**config.mk**
```make
export PLATFORM = sky130hd
export DESIGN_NAME = int_cfg_bank
export DESIGN_NICKNAME = d
export VERILOG_FILES = /design/src/rtl/int_cfg_pkg.sv /design/src/rtl/int_prio_arb.sv /design/src/rtl/int_cfg_bank.sv
export SDC_FILE = /design/constraint.sdc
export NUM_CORES = 1
export LEC_CHECK = 0
export BUFFER_PORTS_ARGS = -buffer_cell sky130_fd_sc_hd__buf_2
export CAP_MARGIN = 5
export CORE_UTILIZATION = 49
export CTS_CLUSTER_DIAMETER = 150
export DETAILED_ROUTE_END_ITERATION = 12
export GPL_TIMING_DRIVEN = 0
export PLACE_DENSITY = 0.71
export SYNTH_ARGS = -nofsm -noshare
export SYNTH_HDL_FRONTEND = slang
export SYNTH_SLANG_ARGS = --single-unit
```
**constraint.sdc**
```tcl
create_clock -name clk -period 23.3 [get_ports clk]
set_input_delay 4.66 -clock clk [delete_from_list [all_inputs] [get_ports clk]]
set_output_delay 4.66 -clock clk [all_outputs]
set_load 0.01 [all_outputs]
```
**src/rtl/int_cfg_pkg.sv**
```systemverilog
`default_nettype none
// +----------------------------------------------------------------------+
// | int_cfg_pkg : register map offsets and helpers for int_cfg_bank      |
// | rev 1.0                                                              |
// +----------------------------------------------------------------------+
package int_cfg_pkg;

  localparam int OFS_ENABLE    = 0;
  localparam int OFS_PENDING   = 1;
  localparam int OFS_THRESHOLD = 2;
  localparam int OFS_CLAIM     = 3;
  localparam int OFS_PRIO_BASE = 4;

  // Wide enough to hold source index + 1, with 0 reserved for "none".
  function automatic int id_width(input int num_src);
    return $clog2(num_src + 1);
  endfunction

endpackage
`default_nettype wire

```
**src/rtl/int_prio_arb.sv**
```systemverilog
`default_nettype none
// +----------------------------------------------------------------------+
// | int_prio_arb : combinational max-priority selector, lowest index     |
// | wins ties. rev 1.0                                                   |
// +----------------------------------------------------------------------+
module int_prio_arb
  import int_cfg_pkg::*;
#(
  parameter int NUM_SRC = 16,
  parameter int PRIO_W  = 3,
  parameter int ID_W    = id_width(NUM_SRC)
) (
  input  logic [NUM_SRC-1:0]        cand_i,
  input  logic [NUM_SRC*PRIO_W-1:0] prio_i,
  output logic [ID_W-1:0]           id_o,
  output logic                      valid_o
);

  logic [PRIO_W-1:0] w_best;

  // Strictly-greater replacement keeps the earliest index on equal priority.
  always_comb begin
    w_best  = '0;
    id_o    = '0;
    valid_o = 1'b0;
    for (int i = 0; i < NUM_SRC; i++) begin
      if (cand_i[i] && (!valid_o || prio_i[i*PRIO_W +: PRIO_W] > w_best)) begin
        w_best  = prio_i[i*PRIO_W +: PRIO_W];
        id_o    = ID_W'(i + 1);
        valid_o = 1'b1;
      end
    end
  end

endmodule
`default_nettype wire

```
**src/rtl/int_cfg_bank.sv**
```systemverilog
`default_nettype none
// +----------------------------------------------------------------------+
// | int_cfg_bank : interrupt enable/priority/pending/threshold register  |
// | bank with registered highest-priority request. rev 1.0               |
// +----------------------------------------------------------------------+
module int_cfg_bank
  import int_cfg_pkg::*;
#(
  parameter int                 DATA_W    = 64,
  parameter int                 NUM_SRC   = 16,
  parameter int                 PRIO_W    = 3,
  parameter int                 ADDR_W    = 6,
  parameter logic [NUM_SRC-1:0] EDGE_MASK = '0
) (
  input  logic                        clk,
  input  logic                        rst,
  input  logic                        reg_en,
  input  logic                        reg_sel,
  input  logic                        reg_wr,
  input  logic [ADDR_W-1:0]           reg_addr,
  input  logic [DATA_W-1:0]           reg_wdata,
  input  logic [DATA_W/8-1:0]         reg_wstrb,
  output logic [DATA_W-1:0]           reg_rdata,
  output logic                        reg_rvalid,
  output logic                        reg_err,
  input  logic [NUM_SRC-1:0]          src_i,
  output logic                        irq_o,
  output logic [id_width(NUM_SRC)-1:0] irq_id_o
);

  localparam int IDW       = id_width(NUM_SRC);
  localparam int NBYTES    = DATA_W / 8;
  localparam int NUM_WORDS = OFS_PRIO_BASE + NUM_SRC;

  logic [NUM_SRC-1:0] enable_q, enable_d;
  logic [NUM_SRC-1:0] pending_q, pending_d;
  logic [NUM_SRC-1:0] src_prev_q;
  logic [PRIO_W-1:0]  thresh_q, thresh_d;
  logic [PRIO_W-1:0]  prio_q [NUM_SRC];
  logic [PRIO_W-1:0]  prio_d [NUM_SRC];
  logic [DATA_W-1:0]  rdata_q;
  logic               rvalid_q, err_q, irq_q;
  logic [IDW-1:0]     irq_id_q;

  int                    w_addr;
  logic                  w_access, w_wr_acc, w_rd_acc, w_mapped;
  logic [DATA_W-1:0]     w_wmask, w_rd_word;
  logic [NUM_SRC-1:0]    w_src_set, w_clr, w_cand;
  logic [NUM_SRC*PRIO_W-1:0] w_prio_flat;
  logic [IDW-1:0]        w_arb_id;
  logic                  w_arb_valid;

  assign w_addr   = int'(reg_addr);
  assign w_access = reg_en && reg_sel;
  assign w_mapped = w_addr < NUM_WORDS;
  assign w_wr_acc = w_access && reg_wr && w_mapped;
  assign w_rd_acc = w_access && !reg_wr;

  for (genvar b = 0; b < NBYTES; b++) begin : g_wmask
    assign w_wmask[b*8 +: 8] = {8{reg_wstrb[b]}};
  end

  for (genvar i = 0; i < NUM_SRC; i++) begin : g_src
    assign w_src_set[i] = EDGE_MASK[i] ? (src_i[i] && !src_prev_q[i]) : src_i[i];
    assign w_prio_flat[i*PRIO_W +: PRIO_W] = prio_q[i];
    assign w_cand[i] = pending_q[i] && enable_q[i] && (prio_q[i] > thresh_q);
  end

  always_comb begin
    enable_d = enable_q;
    thresh_d = thresh_q;
    prio_d   = prio_q;
    w_clr    = '0;
    if (w_wr_acc) begin
      if (w_addr == OFS_ENABLE)
        enable_d = (enable_q & ~w_wmask[NUM_SRC-1:0]) |
                   (reg_wdata[NUM_SRC-1:0] & w_wmask[NUM_SRC-1:0]);
      if (w_addr == OFS_PENDING)
        w_clr = reg_wdata[NUM_SRC-1:0] & w_wmask[NUM_SRC-1:0];
      if (w_addr == OFS_THRESHOLD)
        thresh_d = (thresh_q & ~w_wmask[PRIO_W-1:0]) |
                   (reg_wdata[PRIO_W-1:0] & w_wmask[PRIO_W-1:0]);
      for (int i = 0; i < NUM_SRC; i++) begin
        if (w_addr == OFS_PRIO_BASE + i)
          prio_d[i] = (prio_q[i] & ~w_wmask[PRIO_W-1:0]) |
                      (reg_wdata[PRIO_W-1:0] & w_wmask[PRIO_W-1:0]);
      end
    end
    // A hardware set beats a same-cycle W1C clear.
    pending_d = (pending_q & ~w_clr) | w_src_set;
  end

  always_comb begin
    w_rd_word = '0;
    if (w_addr == OFS_ENABLE)         w_rd_word[NUM_SRC-1:0] = enable_q;
    else if (w_addr == OFS_PENDING)   w_rd_word[NUM_SRC-1:0] = pending_q;
    else if (w_addr == OFS_THRESHOLD) w_rd_word[PRIO_W-1:0]  = thresh_q;
    else if (w_addr == OFS_CLAIM)     w_rd_word[IDW-1:0]     = irq_id_q;
    else begin
      for (int i = 0; i < NUM_SRC; i++) begin
        if (w_addr == OFS_PRIO_BASE + i) w_rd_word[PRIO_W-1:0] = prio_q[i];
      end
    end
  end

  int_prio_arb #(
    .NUM_SRC (NUM_SRC),
    .PRIO_W  (PRIO_W),
    .ID_W    (IDW)
  ) u_arb (
    .cand_i  (w_cand),
    .prio_i  (w_prio_flat),
    .id_o    (w_arb_id),
    .valid_o (w_arb_valid)
  );

  always_ff @(posedge clk) begin
    if (rst) begin
      enable_q   <= '0;
      pending_q  <= '0;
      src_prev_q <= '0;
      thresh_q   <= '0;
      prio_q     <= '{default: '0};
      rdata_q    <= '0;
      rvalid_q   <= 1'b0;
      err_q      <= 1'b0;
      irq_q      <= 1'b0;
      irq_id_q   <= '0;
    end else begin
      enable_q   <= enable_d;
      pending_q  <= pending_d;
      src_prev_q <= src_i;
      thresh_q   <= thresh_d;
      prio_q     <= prio_d;
      rvalid_q   <= w_rd_acc;
      err_q      <= w_access && !w_mapped;
      if (w_rd_acc) rdata_q <= w_rd_word;
      irq_q      <= w_arb_valid;
      irq_id_q   <= w_arb_id;
    end
  end

  assign reg_rdata  = rdata_q;
  assign reg_rvalid = rvalid_q;
  assign reg_err    = err_q;
  assign irq_o      = irq_q;
  assign irq_id_o   = irq_id_q;

endmodule
`default_nettype wire
```
==> summary.txt, run 1 <==
Critical path
  – Worst reg2reg setup slack: 1.34 ns
  – CP max-delay cell: dfxtp_1
  – Critical path required time: 23.57 ns
  – Most used cell, CP: ha_1
  – Worst-case reg-to-reg path depth: 111
  – Arrival time at the worst endpoint: 22.23 ns
  – Startpoint type of the worst setup path: flip-flop
  – WS Path Type: flip-flop to flip-flop
  – Crit path largest cell delay: 0.41 ns
  – CP Capture Type: flip-flop
  – Crit Reg-Reg Endpoint: irq_id_o[1]
  – Critical path fanouts, max: 8

Die
  – Top Ports: 171
  – Row cnt: 46
  – Die Y: 130 µm
  – Core area: 15900 µm²
  – Die Wd: 130 µm
  – Die ar.: 16800 µm²
  – Initial Util: 50.2%

Final layout
  – Layout cells sized above 1: 17.2%
  – Antenna diodes: 0
  – Syn-to-layout area delta: 16.3%
  – Multi-input logic area: 5480 µm²
  – Utilization after layout: 58.4%
  – Fill count: 1526
  – Register area: 2150 µm²
  – Nets: 1337
  – Design Area, Final: 9280 µm²

Synthesis
  – Post-synth EDFFs: 0
  – Netlist cell types: 81
  – Synthesized flop and latch total: 107
  – Synthesized area: 7980 µm²
  – Mapped Avg Cell Area: 7.79 µm²
  – Ys async rst share: 0%
  – Yosys warns: 0
  – Cell count after synthesis: 1024
  – Post-synthesis sequential area ratio: 26.8%
  – Top FF cell, synth: dfxtp_1

Drt
  – Total number of vias: 7992
  – ANT nets after route: 0
  – Routed length per placed instance: 17.7 µm
  – Initial drt markers: 727
  – DRT Pass-1 Iters: 6
  – Post-route DRC: 0
  – Vias/cell: 5.83
  – Routed WL: 24.3 mm

Placement
  – RePlAce Congestion: 0.948
  – Placed inst area: 8750 µm²
  – Post-DP HPWL: 18.6 mm
  – I/O Buffers: 64

Timing
  – Setup-failing EPs final: 0
  – Min cycle time layout: 21.96 ns
  – Slew @ Worst Pin: 1.22 ns
  – Worst-case hold slack: 0.479 ns
  – Max Slew Vio Count: 0
  – Slew margin rel.: 18.0%
  – Fmax: 45.5 MHz
  – Final Cycle Share: 94.3%
  – Layout Skew: 0.0111 ns
  – Hold Vio Cnt, Final: 0

GRT
  – First-pass GRT wire length: 37.9 mm
  – Vias in the first global route: 7270
  – GRT overflow: 0
  – Overall Global Routing Usage: 29.3%
  – Pin count of the biggest net entering global routing: 20
  – Antenna violations before repair: 0

CTS
  – Clock H-tree levels: 3
  – Worst-path clk slew: 0.08 ns
  – Worst-skew pair later-pin latency: 0.35 ns
  – # hold bufs at CTS: 0
  – CTS tree: yes
  – CTS buffer count: 9
  – Clock Root Buffer: clkbuf_16
  – Clk buf depth: 2
  – Clk sink count: 107

Power and ir drop
  – Part of the power in registers: 47.9%
  – Psw: 0.0000993 W
  – Maximum VDD drop: 0.0000339 V
  – Sw frac: 25.2%
  – Clock share of power: 43.9%
  – Lkg Pwr: 3.69 nW
  – Pint: 0.000295 W
  – Gate power share: 8.2%
  – Pwr Density: 42.5 nW/µm²

Min path
  – Hold EP: reg_rdata[0]
  – Hold Crit Class: flip-flop to flip-flop
  – Min-delay src: reg_rdata[0]
  – Hold path depth: 2

Job
  – Max Cap Violations: 0

Outcome
  – Outcome: completed
[critical path: cells and delay by family, from the launching register on]
| kind | cells | cell delay (ns) |
|---|---|---|
| flip-flops | 1 | 0.41 |
| adder cells (fa/ha/maj) | 20 | 5.82 |
| multiplexers | 1 | 0.38 |
| AND/OR/NAND/NOR | 22 | 4.05 |
| buffers and inverters | 5 | 0.55 |
| AO/OA/AOI/OAI | 63 | 10.64 |
[cells by family after synthesis]
group,count (synthesis),share of synthesized area (%)
AND/OR/NAND/NOR,370,20.7
AO/OA/AOI/OAI,291,25.8
buffers and inverters,133,8.52
flip-flops,107,26.8
adder cells (fa/ha/maj),90,14.0
multiplexers,32,4.06
other,1,0.0470
[cell type report]
cell class	count	area share, %
multi-input cells	831	59.0
flip-flops and latches	107	23.1
plain buffers	80	5.18
repair buffers	71	4.02
well taps	216	2.91
clock buffers	9	2.43
inverters	52	2.18
clock inverters	6	1.16
[power groups by stage]
stage / logic (W) / registers, W / clock network [W]
floorplan: 0.0000208 / 0.000193 / 0
global placement: 0.0000315 / 0.000193 / 0
detailed placement: 0.0000317 / 0.000193 / 0
CTS: 0.0000318 / 0.000189 / 0.000175
global route: 0.0000359 / 0.000189 / 0.000182
finish: 0.0000325 / 0.000189 / 0.000173
[synth_stat cells (10+ instances only)]
| master | count | area (µm²) |
|---|---|---|
| nand2_1 | 118 | 443 |
| nor2_1 | 116 | 435 |
| dfxtp_1 | 107 | 2140 |
| a21oi_1 | 105 | 526 |
| ha_1 | 86 | 1080 |
| nand3_1 | 54 | 270 |
| inv_1 | 52 | 195 |
| buf_4 | 48 | 360 |
| clkbuf_1 | 33 | 124 |
| mux2i_1 | 29 | 290 |
| o21ai_0 | 29 | 145 |
| nor3_1 | 23 | 115 |
| nor2b_1 | 17 | 106 |
| a221oi_1 | 16 | 140 |
| a22oi_1 | 15 | 113 |
| a21o_1 | 12 | 90.1 |
| or2_2 | 10 | 62.6 |
[placed cells by master (no fill, tap or decap), types with 8 or more instances in the layout]
master	count
a21oi_1	99
or2_2	10
a22oi_1	14
mux2i_1	29
clkbuf_16	9
clkbuf_1	32
a221oi_1	16
dfxtp_1	106
conb_1	48
o21a_1	9
nor2b_1	17
a311oi_1	8
a31oi_1	8
a21o_1	12
buf_2	64
nor2_1	116
nor3_1	21
buf_4	55
nand3_1	54
inv_1	50
nand2_1	117
o21ai_0	23
ha_1	86
[metal layers]
| layer | global-route usage [%] | up-vias | part of all wire, % |
|---|---|---|---|
| met3 | 5.45 | 56 | 9.2 |
| met2 | 45.0 | 382 | 43 |
| met4 | 8.89 | 0 | 2.9 |
| met1 | 41.2 | 3661 | 44 |
| li1 | - | 3893 | - |
| met5 | 0 | - | 0 |
[how the worst max path moves through the flow]
stage	startpoint	cells after the start	to
2_1_floorplan	flip-flop	112	irq_id_o[3]
3_3_place_gp	flip-flop	113	irq_id_o[0]
3_5_place_dp	flip-flop	114	irq_id_o[0]
4_1_cts	flip-flop	112	irq_id_o[0]
5_1_grt	flip-flop	113	irq_id_o[3]
6_report	flip-flop	111	irq_id_o[1]
[metrics by stage]
stage / setup TNS, ns / worst slack (ns) / total power (W) / std cells
floorplan: 0 / 2.91 / 0.000213 / 1071
global placement: 0 / 0.208 / 0.000225 / 1351
detailed placement: -0.0978 / -0.0547 / 0.000225 / 1351
CTS: 0 / 0.292 / 0.000396 / 1368
global route: -0.427 / -0.137 / 0.000407 / 1372
finish: 0 / 1.34 / 0.000395 / 1372
[what timing repair did]
| action | CTS | global route |
|---|---|---|
| setup buffers | 2 | 5 |
| endpoints found under the setup margin | 4 | 5 |
| gates resized for setup | 3 | 33 |
| endpoints found under the hold margin | 0 | 0 |
| pin swaps | 0 | 4 |
Power figures use the tool's default switching activity.
==> run 2: changes to the inputs <==
Settings changed: GPL_TIMING_DRIVEN 0 to 1.
==> run 2 against run 1 <==
Combinational power decreased by 23%. Sequential share of layout area increased by 1.2 points. Power fell by 7.4%. Clock skew increased by 0.0059 ns. Critical endpoint unchanged. Largest power group unchanged. Non-clock buffer count decreased by 66.
==> summary.txt, run 2 (synthesized netlist as in run 1, its figures left out) <==
GRT
  – GRT overflow: 0 (unchanged)
  – Pin count of the biggest net entering global routing: 105 (+430%)
  – Overall Global Routing Usage: 27.7% (-1.6 points)
  – Vias in the first global route: 6810 (-6.3%)
  – First-pass GRT wire length: 36.1 mm (-4.7%)
  – Antenna violations before repair: 0 (unchanged)

Final layout
  – Nets: 1271 (-4.9%)
  – Layout cells sized above 1: 14.8% (-2.5 points)
  – Most common cell after layout, fill and taps aside: nand2_1
  – Antenna diodes: 0 (unchanged)
  – Syn-to-layout area delta: 10.4%
  – Commonest cells after routing, fill and taps aside: nand2_1, nor2_1, dfxtp_1, a21oi_1, ha_1
  – Fill count: 1540 (+0.92%)
  – Finished Layout Cells: 1307 (-4.7%)
  – Utilization after layout: 55.5% (-3.0 points)

Placement
  – I/O Buffers: 68 (+6.3%)
  – Post-DP HPWL: 16.8 mm (-9.8%)
  – RePlAce Congestion: 0.930 (-1.9%)
  – Placed insts: 1286 (-4.8%)
  – Worst slack, placed: 0.730 ns (+0.785 ns)

Timing
  – Layout Skew: 0.0170 ns (+0.00589 ns)
  – Slew @ Worst Pin: 1.17 ns (-0.0519 ns)
  – Final Cycle Share: 94.2% (about the same)
  – Hold Vio Cnt, Final: 0 (unchanged)
  – Worst setup margin: 1.35 ns (+0.0127 ns)
  – Slew margin rel.: 21.8% (+3.8 points)
  – Setup-failing EPs final: 0 (unchanged)
  – Worst-case hold slack: 0.452 ns (-0.0273 ns)
  – Min cycle time layout: 21.95 ns (-0.0127 ns)
  – Max Slew Vio Count: 0 (unchanged)
  – Fmax: 45.6 MHz (about the same)

Outcome
  – Outcome: completed

Power and ir drop
  – Lkg Pwr: 3.43 nW (-7.1%)
  – Part of the power in registers: 51.7% (+3.8 points)
  – Pint: 0.000270 W (-8.6%)
  – Pwr Density: 41.5 nW/µm² (-2.4%)
  – Maximum VDD drop: 0.0000383 V (+13%)
  – Sw frac: 26.2% (+1.0 points)
  – Gate power share: 6.8% (-1.4 points)
  – Tot Pwr: 0.000366 W (-7.4%)
  – Clock share of power: 41.5% (-2.4 points)
  – Psw: 0.0000957 W (-3.6%)

CTS
  – Worst-skew pair later-pin latency: 0.36 ns (about the same)
  – Clk sink count: 107 (unchanged)
  – CTS buffer count: 9 (unchanged)
  – Clk buf depth: 2 (unchanged)
  – Worst-path clk slew: 0.08 ns (about the same)
  – CTS tree: yes
  – Clock Root Buffer: clkbuf_16
  – # hold bufs at CTS: 0 (unchanged)
  – Clock H-tree levels: 3 (unchanged)

Critical path
  – Arrival time at the worst endpoint: 22.23 ns (about the same)
  – CP max-delay cell: dfxtp_1
  – Most used cell, CP: ha_1
  – Startpoint type of the worst setup path: flip-flop
  – Crit path largest cell delay: 0.46 ns (+0.05 ns)
  – Critical path fanouts, max: 8 (unchanged)
  – CP Capture Type: flip-flop
  – WS Path Type: flip-flop to flip-flop
  – Critical path required time: 23.58 ns (about the same)

Die
  – Die Wd: 130 µm (unchanged)
  – Row cnt: 46 (unchanged)
  – Initial Util: 50.2% (unchanged)
  – Die Y: 130 µm (unchanged)
  – Core area: 15900 µm² (unchanged)
  – Top Ports: 171 (unchanged)
  – Die ar.: 16800 µm² (unchanged)

Drt
  – Routed length per placed instance: 17.6 µm (-0.75%)
  – Total number of vias: 7671 (-4.0%)
  – Initial drt markers: 626 (-14%)
  – Vias/cell: 5.87 (+0.76%)
  – Post-route DRC: 0 (unchanged)
  – Routed WL: 23.0 mm (-5.5%)
  – ANT nets after route: 0 (unchanged)
  – DRT Pass-1 Iters: 5 (-1)

Job
  – Max Cap Violations: 0 (unchanged)

Min path
  – Min-delay src: reg_rdata[0]
  – Hold Crit Class: flip-flop to flip-flop
[run 2: changes by cell type in the layout (fill, tap and decap cells not counted), sizes merged]
cell,change
inv,+1
clkbuf,-31
bufinv,-2
buf,-34
clkinvlp,+1
[run 2: path summary, 6_finish.rpt]
path,endpoint,slack [ns],cells past startpoint
worst max-delay path,irq_id_o[1],1.35,112
worst min register to register,reg_rdata[0],0.45,2
worst min-delay path,reg_rdata[0],0.45,2
worst max register to register,irq_id_o[1],1.35,112
[run 2: metal layers]
metal | part of all wire (%) | up-vias | routed length [µm] | track usage [%]
li1 | - | 3755 | - | -
met1 | 47 | 3570 | 10700 | 39.6
met2 | 45 | 305 | 10200 | 43.7
met3 | 6.8 | 41 | 1570 | 3.30
met4 | 2.1 | 0 | 483 | 7.25
met5 | 0 | - | 0 | 0
[run 2: worst max-delay path, delay by kind of cell, from the launching register on]
kind / cells / cell delay (ns)
fa+ha+maj: 20 / 5.75
buf+inv: 6 / 0.63
simple gates: 22 / 3.66
flops: 1 / 0.46
mux: 1 / 0.36
compound gates: 63 / 10.93
[run 2: cell type report]
class                           instances  area (µm²)  area share [%]
Timing Repair Buffer                   85         470            5.34
Sequential cell                       107        2140            24.3
Tap cell                              216         270            3.07
Multi-Input combinational cell        831        5440            61.8
Clock buffer                           10         239            2.71
Clock inverter                          6        48.8           0.554
Inverter                               52         195            2.22
[run 2: metrics by stage]
stage	TNS, ns	area (µm²)
after global routing	-0.166	8810
after CTS	0	8660
after detailed placement	0	8380
after floorplan	0	8160
after global placement	0	8380
final	0	8810
[run 2: timing repair]
item,in CTS,in global routing
buffers inserted,0,5
setup endpoints to repair,0,5
gates resized for setup,0,25
[run 2: power by group through the flow]
stage,registers [W],logic (W),clock network (W)
finish,0.000189,0.0000249,0.000152
floorplan,0.000193,0.0000208,0
CTS,0.000189,0.0000245,0.000152
detailed placement,0.000193,0.0000245,0
global route,0.000189,0.0000277,0.000159
global placement,0.000193,0.0000242,0
==> run 3: changes to the inputs <==
Settings changed: CORE_ASPECT_RATIO set to 0.6, CORE_UTILIZATION 49 to 55, PLACE_DENSITY 0.71 to 0.78.
==> run 3 against run 2 <==
Die area fell by 11%. Global-route usage up 4.4 points. Largest cell class unchanged. Combinational power about the same. Non-clock buffer count up 4. Final cell count fell by 1.5%. Cell area increased by 0.84%. Count of clock-buffer cells in the layout unchanged. Clock skew fell by 0.0022 ns. Core utilization increased by 8.4 points. Fmax decreased by 0.82%.
==> summary.txt, run 3 (synthesized netlist as in run 1, its figures left out) <==
Outcome
  – Outcome: completed

Final layout
  – Design Area, Final: 8880 µm² (+0.84%)
  – Finished Layout Cells: 1288 (-1.5%)
  – Syn-to-layout area delta: 11.3%
  – Antenna diodes: 0 (unchanged)
  – Layout cells sized above 1: 15.8% (+1.0 points)
  – Nets: 1276 (+0.39%)
  – Most common cell after layout, fill and taps aside: nand2_1
  – Commonest cells after routing, fill and taps aside: nand2_1, nor2_1, dfxtp_1, a21oi_1, ha_1

Timing
  – Max Slew Vio Count: 0 (unchanged)
  – Setup-failing EPs final: 0 (unchanged)
  – Min cycle time layout: 22.13 ns (+0.181 ns)
  – Slew margin rel.: 18.0% (-3.8 points)
  – Slew @ Worst Pin: 1.22 ns (+0.0564 ns)
  – Layout Skew: 0.0148 ns (-0.00223 ns)
  – Worst-case hold slack: 0.485 ns (+0.0328 ns)
  – Total Negative Setup Slacks: 0 ns (unchanged)
  – Hold Vio Cnt, Final: 0 (unchanged)
  – Fmax: 45.2 MHz (-0.82%)
  – Final Cycle Share: 95.0% (+0.78 points)

Die
  – Initial Util: 57.3% (+7.1 points)
  – Core area: 13900 µm² (-12%)
  – Die Wd: 157 µm (+22%)
  – Die Y: 95.3 µm (-26%)
  – Die ar.: 15000 µm² (-11%)
  – Row cnt: 33 (-28%)
  – Top Ports: 171 (unchanged)

GRT
  – Antenna violations before repair: 0 (unchanged)
  – First-pass GRT wire length: 36.5 mm (+1.2%)
  – Met2 Usage GRT: 44.1% (+0.34 points)
  – Vias in the first global route: 6846 (+0.53%)
  – Pin count of the biggest net entering global routing: 105 (unchanged)
  – Gr busiest metal: met1
  – Met1 Use GR: 48.4% (+8.8 points)
  – Overall Global Routing Usage: 32.0% (+4.4 points)
  – M3 GR Usage: 8.91% (+5.6 points)
  – GRT overflow: 0 (unchanged)

Min path
  – Hold Crit Class: flip-flop to flip-flop
  – Hold path depth: 2 (unchanged)
  – Min-delay src: reg_rdata[0]
  – Hold EP: reg_rdata[0]

CTS
  – Worst-path clk slew: 0.09 ns (about the same)
  – CTS buffer count: 9 (unchanged)
  – CTS tree: yes
  – Clk buf depth: 2 (unchanged)
  – Clock Root Buffer: clkbuf_16
  – Clk sink count: 107 (unchanged)
  – Clock H-tree levels: 3 (unchanged)
  – # hold bufs at CTS: 0 (unchanged)
  – Worst-skew pair later-pin latency: 0.36 ns (about the same)

Drt
  – Post-route DRC: 0 (unchanged)
  – Initial drt markers: 779 (+24%)
  – Routed length per placed instance: 18.2 µm (+3.3%)
  – Routed WL: 23.4 mm (+1.8%)
  – ANT nets after route: 0 (unchanged)
  – Total number of vias: 7824 (+2.0%)
  – DRT Pass-1 Iters: 5 (unchanged)
  – Vias/cell: 6.07 (+3.5%)

Critical path
  – Worst-case reg-to-reg path depth: 112 (unchanged)
  – CP max-delay cell: a211oi_1
  – Crit path largest cell delay: 0.40 ns (-0.06 ns)
  – WS Path Type: flip-flop to flip-flop
  – Arrival time at the worst endpoint: 22.40 ns (+0.17 ns)
  – CP Capture Type: flip-flop
  – Critical path required time: 23.57 ns (about the same)
  – Startpoint type of the worst setup path: flip-flop
  – Crit Reg-Reg Endpoint: irq_id_o[1]
  – Most used cell, CP: ha_1
  – Worst reg2reg setup slack: 1.17 ns (-0.18 ns)
  – Critical path fanouts, max: 8 (unchanged)

Placement
  – Placed inst area: 8360 µm² (-0.15%)
  – RePlAce Congestion: 0.971 (+4.5%)
  – I/O Buffers: 68 (unchanged)
  – Placed insts: 1264 (-1.7%)
  – Post-DP HPWL: 17.4 mm (+3.8%)

Job
  – Max Cap Violations: 0 (unchanged)

Power and ir drop
  – Lkg Pwr: 3.48 nW (+1.5%)
  – Maximum VDD drop: 0.0000334 V (-13%)
  – Tot Pwr: 0.000371 W (+1.4%)
  – Pwr Density: 41.7 nW/µm² (+0.55%)
-- run 3: cell count changes in the layout (fill, tap and decap cells not counted), sizes merged --
cell,delta
buf,+4
clkinvlp,-3
inv,+3
o21ai,+1
-- run 3: stage by stage --
| stage | util (%) | setup WS (ns) |
|---|---|---|
| 2_1_floorplan | - | 2.91 |
| 3_3_place_gp | 60.1 | 1.14 |
| 3_5_place_dp | 60.1 | 0.759 |
| 4_1_cts | 62.3 | 0.633 |
| 5_1_grt | 63.8 | -0.198 |
| 6_report | 63.8 | 1.17 |
-- run 3: area by class of cell --
type	instances	area [µm²]
fillers	1283	5030
well taps	192	240
multi-input cells	832	5510
repair buffers	89	500
flip-flops and latches	107	2140
inverters	52	195
clock buffers	10	239
clock inverters	6	60.1
-- run 3: worst max-delay path by stage --
stage	startpoint	to	cells after the start
finish	flip-flop	irq_id_o[1]	112
global route	flip-flop	irq_id_o[1]	117
CTS	flip-flop	irq_id_o[1]	111
detailed placement	flip-flop	irq_id_o[1]	113
global placement	flip-flop	irq_id_o[0]	111
floorplan	flip-flop	irq_id_o[3]	112
-- run 3: metal layers --
layer,vias to the layer above,routed length (µm),share of wire (%)
met5,-,0,0
met4,0,328,1.4
met3,30,2750,12
met2,396,8840,38
met1,3621,11500,49
li1,3777,-,-
-- run 3: what timing repair did --
| item | in CTS | in global routing |
|---|---|---|
| setup buffers | 0 | 7 |
| endpoints found under the setup margin | 0 | 5 |
| resized for setup | 0 | 38 |
| endpoints found under the hold margin | 0 | 0 |
-- run 3: worst max-delay path: cells and delay by family, from the launching register on --
family,cells,cell delay (ns)
AOI/OAI and AO/OA,64,11.20
buffers and inverters,7,0.68
DFF,1,0.39
and+or+nand+nor,20,3.54
adders and majority gates,20,5.85
muxes,1,0.36
-- run 3: power breakdown --
group / total (W) / internal [W] / leakage (nW) / switching [W]
clock network: 0.000157 / 0.0000789 / 0.149 / 0.0000781
registers: 0.000189 / 0.000186 / 0.869 / 0.00000284
logic: 0.0000247 / 0.00000728 / 2.46 / 0.0000174
total: 0.000371 / 0.000272 / 3.48 / 0.0000984
